[src/rtl/countup_debounced.sv]
// countup_debounced: button-driven up-counter with a two-flop synchroniser,
// a stable-level debouncer, rising-edge press detection and a two-digit
// seven-segment readout of the count.
module countup_debounced #(
    parameter int N               = 6,
    parameter int DEBOUNCE_CYCLES = 50000,
    parameter bit WRAP            = 1'b0
) (
    input  logic         clk,
    input  logic         reset,
    input  logic         increase,
    input  logic         clear,
    output logic [N-1:0] count,
    output logic         full,
    output logic [6:0]   d0,
    output logic [6:0]   d1
);

    localparam int            CW   = $clog2(DEBOUNCE_CYCLES + 1);
    localparam logic [CW-1:0] LAST = CW'(DEBOUNCE_CYCLES - 1);
    localparam logic [N-1:0]  MAX  = '1;

    logic [1:0]    sync_q;   // [0] = s1, [1] = s2
    logic          s2;
    logic          deb;
    logic          deb_q;
    logic [CW-1:0] deb_cnt;
    logic          inc_pulse;
    logic [3:0]    hi_nib;

    assign s2 = sync_q[1];

    // Two-flop synchroniser for the asynchronous button level.
    always_ff @(posedge clk or posedge reset) begin
        if (reset) sync_q <= '0;
        else       sync_q <= {sync_q[0], increase};
    end

    // Accept a new level only after it has differed from deb for DEBOUNCE_CYCLES cycles.
    always_ff @(posedge clk or posedge reset) begin
        if (reset) begin
            deb     <= 1'b0;
            deb_cnt <= '0;
        end else if (s2 == deb) begin
            deb_cnt <= '0;
        end else if (deb_cnt == LAST) begin
            deb     <= s2;
            deb_cnt <= '0;
        end else begin
            deb_cnt <= deb_cnt + 1'b1;
        end
    end

    // Delayed debounced level for rising-edge detection.
    always_ff @(posedge clk or posedge reset) begin
        if (reset) deb_q <= 1'b0;
        else       deb_q <= deb;
    end

    assign inc_pulse = deb & ~deb_q;

    // Count register: clear wins, then a press advances with saturate or wrap at MAX.
    always_ff @(posedge clk or posedge reset) begin
        if (reset) begin
            count <= '0;
        end else if (clear) begin
            count <= '0;
        end else if (inc_pulse) begin
            if (count != MAX) count <= count + 1'b1;
            else if (WRAP)    count <= '0;
        end
    end

    // Active-low segments, bit order {g,f,e,d,c,b,a}.
    function automatic logic [6:0] seg7(input logic [3:0] v);
        logic [6:0] s;
        case (v)
            4'h0: s = 7'b1000000;
            4'h1: s = 7'b1111001;
            4'h2: s = 7'b0100100;
            4'h3: s = 7'b0110000;
            4'h4: s = 7'b0011001;
            4'h5: s = 7'b0010010;
            4'h6: s = 7'b0000010;
            4'h7: s = 7'b1111000;
            4'h8: s = 7'b0000000;
            4'h9: s = 7'b0010000;
            4'hA: s = 7'b0001000;
            4'hB: s = 7'b0000011;
            4'hC: s = 7'b1000110;
            4'hD: s = 7'b0100001;
            4'hE: s = 7'b0000110;
            default: s = 7'b0001110;
        endcase
        return s;
    endfunction

    assign hi_nib = 4'(count[N-1:4]);
    assign full   = (count == MAX);
    assign d0     = seg7(count[3:0]);
    assign d1     = seg7(hi_nib);

endmodule
[config.mk]
export PLATFORM = sky130hd
export DESIGN_NAME = countup_debounced
export DESIGN_NICKNAME = d
export VERILOG_FILES = /design/src/rtl/countup_debounced.sv
export SDC_FILE = /design/constraint.sdc
export NUM_CORES = 1
export LEC_CHECK = 0
export CORE_MARGIN = 10
export CORE_UTILIZATION = 55
export DETAILED_ROUTE_END_ITERATION = 8
export PLACE_DENSITY = 0.82
export SLEW_MARGIN = 40
export SYNTH_ARGS = -nofsm -noshare
export SYNTH_HDL_FRONTEND = slang
export SYNTH_SLANG_ARGS = --single-unit
[constraint.sdc]
create_clock -name clk -period 5.4 [get_ports clk]
set_clock_uncertainty 0.05 [all_clocks]
set_input_delay 1.35 -clock clk [delete_from_list [all_inputs] [get_ports clk]]
set_output_delay 1.35 -clock clk [all_outputs]
set_load 0.005 [all_outputs]
After elaboration in Yosys (flattened, before gate mapping)
Memory sizes are Yosys's and may differ from the RTL's.
Index checks and enable logic that the tools add are counted.
{"block": "word_totals", "reg_bits": 26, "latch_bits": 0, "mem_bits_rw": 0, "rom_bits": 224, "in_bits": 4, "output_inout_bits": 21, "wordCells": 25, "memories": 2}
{"block": "op_classes", "addsub": 2, "multipliers": 0, "n_div": 0, "order_cmp": 0, "eq_ne": 4, "shifts": 0, "muxes": 5, "bitwise": 3, "reduce_logical": 4}
{"name": "(no name shown)", "words": 16, "width": 7, "read_ports": 1, "rd_clocked_by_memory_dff": 0, "wr": 0, "line_no": "77", "text": "case (v)"}
{"name": "(no name shown)", "words": 16, "width": 7, "read_ports": 1, "rd_clocked_by_memory_dff": 0, "wr": 0, "line_no": "77"}
{"cell": "$mux 16", "count": 2}
{"cell": "$mux 6", "count": 3}
{"cell": "$add 16x1->16 const B", "count": 1}
{"cell": "$eq 16x16->1 const B", "count": 1}
{"cell": "$add 6x1->6 const B", "count": 1}
{"cell": "$eq 6x6->1 const B", "count": 1}
{"cell": "$ne 6x6->1 const B", "count": 1}
{"cell": "$reduce_and 2->1", "count": 2}
{"cell": "$reduce_bool 2->1", "count": 2}
{"cell": "$not 1->1", "count": 2}
{"cell": "$and 1x1->1", "count": 1}
{"cell": "$eq 1x1->1", "count": 1}

Logic depth before layout (Yosys ltp)
{"block": "logic_depth", "depth_word": 4, "ltp_mapped": 6, "mapped_depth_nobuf": 5}

Worst setup path after synthesis
No wires, ideal clock.
{"block": "synth_path", "kind": "register to output", "startpoint": "register count[0]", "endpoint": "output port d0[3]", "arrival_ns": 1.355, "required_time_ns": 4.000, "setup_slack_ns": 2.645, "path_stages_with_launch": 5, "path_cell_list": "dfrtp_1 -> inv_1 -> ha_1 -> inv_1 -> mux4_2"}
{"block": "synth_via", "elab_chain_cells": 1}
{"element": "from (decl)", "line_no": "13", "text": "output logic [N-1:0] count,"}
{"element": "from (signal assigned)", "line_no": "69", "text": "if (count != MAX) count <= count + 1'b1;"}
{"element": "$mem_v2 16x7"}
{"element": "to (decl)", "line_no": "15", "text": "output logic [6:0] d0,"}
No other way between the ends.

Worst setup path after layout
Same ends and word-level chain as after synthesis.

==> reports/summary.txt <==
CTS resizes - 0
Yosys top cell area share - 42.7%
pin count of the biggest net entering global routing - 27
Vias/cell - 5.68
Rel. slew slack - 62.4%
clock share of power - 26.8%
delay of the slowest critical-path stage - 0.48 ns
I/O Pins - 25
residual DRC count - 0
post-synthesis to final-layout area growth - 15.8%
CTS HTree Levels - 1
CP Class - flip-flop to primary output
commonest non-fill, non-tap cell in the layout - nor2_1
CTS root buffer - clkbuf_4
core box area - 2710 um^2
Cell Pwr Density - 164 nW/um^2
post-route minimum period - 3.68 ns
TNS Setup - 0 ns
IO buf count - 23
Worst Setup EP - d0[3]
Setup Buffers After CTS - 0
CTS buffer count - 3
Pint - 227 uW
share of layout cells above drive strength 1 - 5.06%
placed cell count - 206
CP most frequent cell - inv_1
TritonRoute pass-1 iters - 4
maxcap violations - 0
final slew viol count - 0
Clock Latency Late Sink - 0.32 ns
status - finished, final reports clean
Post-DP HPWL - 2480 um
Die W - 72.6 um
YS warnings - 0
worst reg2reg startpoint - count[1]
Leak Pwr - 0.000725 uW
cell taking the most area after synthesis - dfrtp_1
CTS tree - done
worst hold slack - 0.312 ns
endpoints failing hold - 0
RSZ-0062 raised after global routing - no
R2R Setup Slk - 3.57 ns
Fmax achieved - 272 MHz
Syn Nets - 171
sw frac - 21.2%
Post-Layout Cell Count - 209
initial antenna violation count - 0
Unique masters post-synth - 43
cells along the critical path - inv_1 -> ha_1 -> inv_1 -> mux4_2 -> clkdlybuf4s50_1
Comb pwr share - 3.9%
Sink Count - 26
Hold WC Path Type - flip-flop to flip-flop
Bufs on Longest Clock Path - 2
Worst-path clk slew - 0.12 ns
Die H - 72.6 um
Seq cells post-synth - 26
CP startpoint kind - flip-flop
via count - 1,188
final net count - 191
Buf/Inv on CP - 3
Critical Path Sink Type - primary output
ANT nets after route - 0
GRT Residual Overflow - 0
sequential area share after synthesis - 42.7%
crit path DAT - 2.28 ns
gr usage total - 12.6%
dpl cell area - 1740 um^2
Die Area - 5270 um^2
Design Area, Final - 1760 um^2
WL final - 3170 um
Top Family by Delay on Critical Path - buffers and inverters
most area-consuming cells after synthesis - dfrtp_1 (43%), xnor2_1 (8.1%), nor2_1 (7.1%), ha_1 (5.8%), mux2i_1 (2.0%)
fin crit share - 68.1%
Worst Setup SP - count[0]
Iteration-0 DRC Markers - 78
slew of the pin with the lowest slew margin - 0.563 ns
drt wl/cell - 15.2 um
number of global-route vias before repair - 1,201
Post-CTS Hold Buffers - 0
final worst setup slack - 1.72 ns
P_sw - 61.2 uW
Critical Path Stages - 5
first-pass GRT wire length - 5450 um
Cell Area, Synth - 1520 um^2
most frequent cells in the layout - nor2_1 (29), dfrtp_1 (26), clkdlybuf4s50_1 (23)
Mapped Cells - 160
initial core utilization - 56.2%
Peak VDD IR - 0.000188 V
Avg Cell Area, Syn - 9.52 um^2
Finish-stage setup viols - 0
RR Endpoint - count[1]
Setup WS pre-CTS - 2.08 ns
worst reg2reg path depth - 5
CP required - 4.00 ns
FP Rows - 19
crit-path max FO - 7
Antenna Diode Count - 0
slowest CP cell - dfrtp_1
Placer Congestion - 0.873
Seq pwr share - 69.2%
==> flip-flops by register name (all words and copies together), names as in the netlist <==
| signal | count |
|---|---|
| deb_cnt | 16 |
| count | 6 |
| sync_q | 2 |
| deb | 1 |
| deb_q | 1 |
==> worst min path at each step <==
stage | from | endpoint | cells after the start
floorplan | sync_q[0] | sync_q[1] | 0
global placement | sync_q[0] | sync_q[1] | 0
detailed placement | sync_q[0] | sync_q[1] | 0
CTS | sync_q[0] | sync_q[1] | 0
global route | sync_q[0] | sync_q[1] | 0
finish | sync_q[0] | sync_q[1] | 0
==> power by group through the flow <==
stage | clock network, uW | registers (uW) | logic [uW]
final | 77.4 | 200 | 11.4
after global routing | 85.7 | 200 | 12.9
after CTS | 81.1 | 200 | 11.7
after detailed placement | 0 | 204 | 11.7
after global placement | 0 | 203 | 11.4
after floorplan | 0 | 203 | 7.93
==> routing by layer <==
layer	global-route usage (%)	vias to the layer above	wire [um]
met5	0	-	0
met4	6.54	0	62
met3	2.45	7	180
met2	23.1	31	1670
met1	13.1	565	1250
li1	-	585	-
==> cell families (layout without fill, tap and decap cells) <==
kind of cell / count (synthesis) / after routing / share of synthesized area, %
simple gates: 72 / 72 / 24.5
fa+ha+maj: 7 / 7 / 5.75
flops: 26 / 26 / 42.7
xor+xnor: 17 / 17 / 9.78
buf+inv: 16 / 34 / 5.34
other cells: 1 / 1 / 0.246
mux: 5 / 5 / 4.19
compound gates: 16 / 16 / 7.48
==> worst reg2reg max path, stage by stage, from the launching register on <==
cell     delay [ns]
dfrtp_1        0.49
ha_1           0.36
nand3_1        0.20
o21ai_1        0.33
mux2i_1        0.24
nor2_1         0.06
==> layout make-up <==
cell class / instances / area (um^2)
fill: 231 / 947
multi-input combinational: 118 / 791
sequential: 26 / 651
timing repair buffer: 23 / 230
tap: 31 / 38.8
inverter: 8 / 30.0
clock buffer: 3 / 22.5
==> cells in the mapped netlist, drive strengths merged <==
master / number
and4b: 1
a22o: 2
nand4b: 1
xnor2: 14
nor2: 29
nor4: 4
ha: 7
o21a: 1
nand4: 5
mux2: 1
mux4: 1
a21oi: 3
inv: 8
and3: 3
or2: 2
o31ai: 1
o211a: 1
conb: 1
or3b: 1
a311oi: 2
mux2i: 3
xor2: 3
buf: 6
nand2: 9
dfrtp: 26
nand3: 6
a32o: 1
nor4b: 1
o211ai: 1
nor2b: 3
o21ai: 3
nand2b: 1
nor4bb: 2
clkbuf: 2
or4: 1
nor3: 3
a31oi: 1
==> per-stage QoR <==
stage / power [uW] / utilization (%)
6_report: 289 / 65.1
5_1_grt: 299 / 65.1
4_1_cts: 293 / 65.1
3_5_place_dp: 215 / 64.2
3_3_place_gp: 215 / 64.2
2_1_floorplan: 211 / -
No activity file was read; power rests on OpenSTA's default activity.
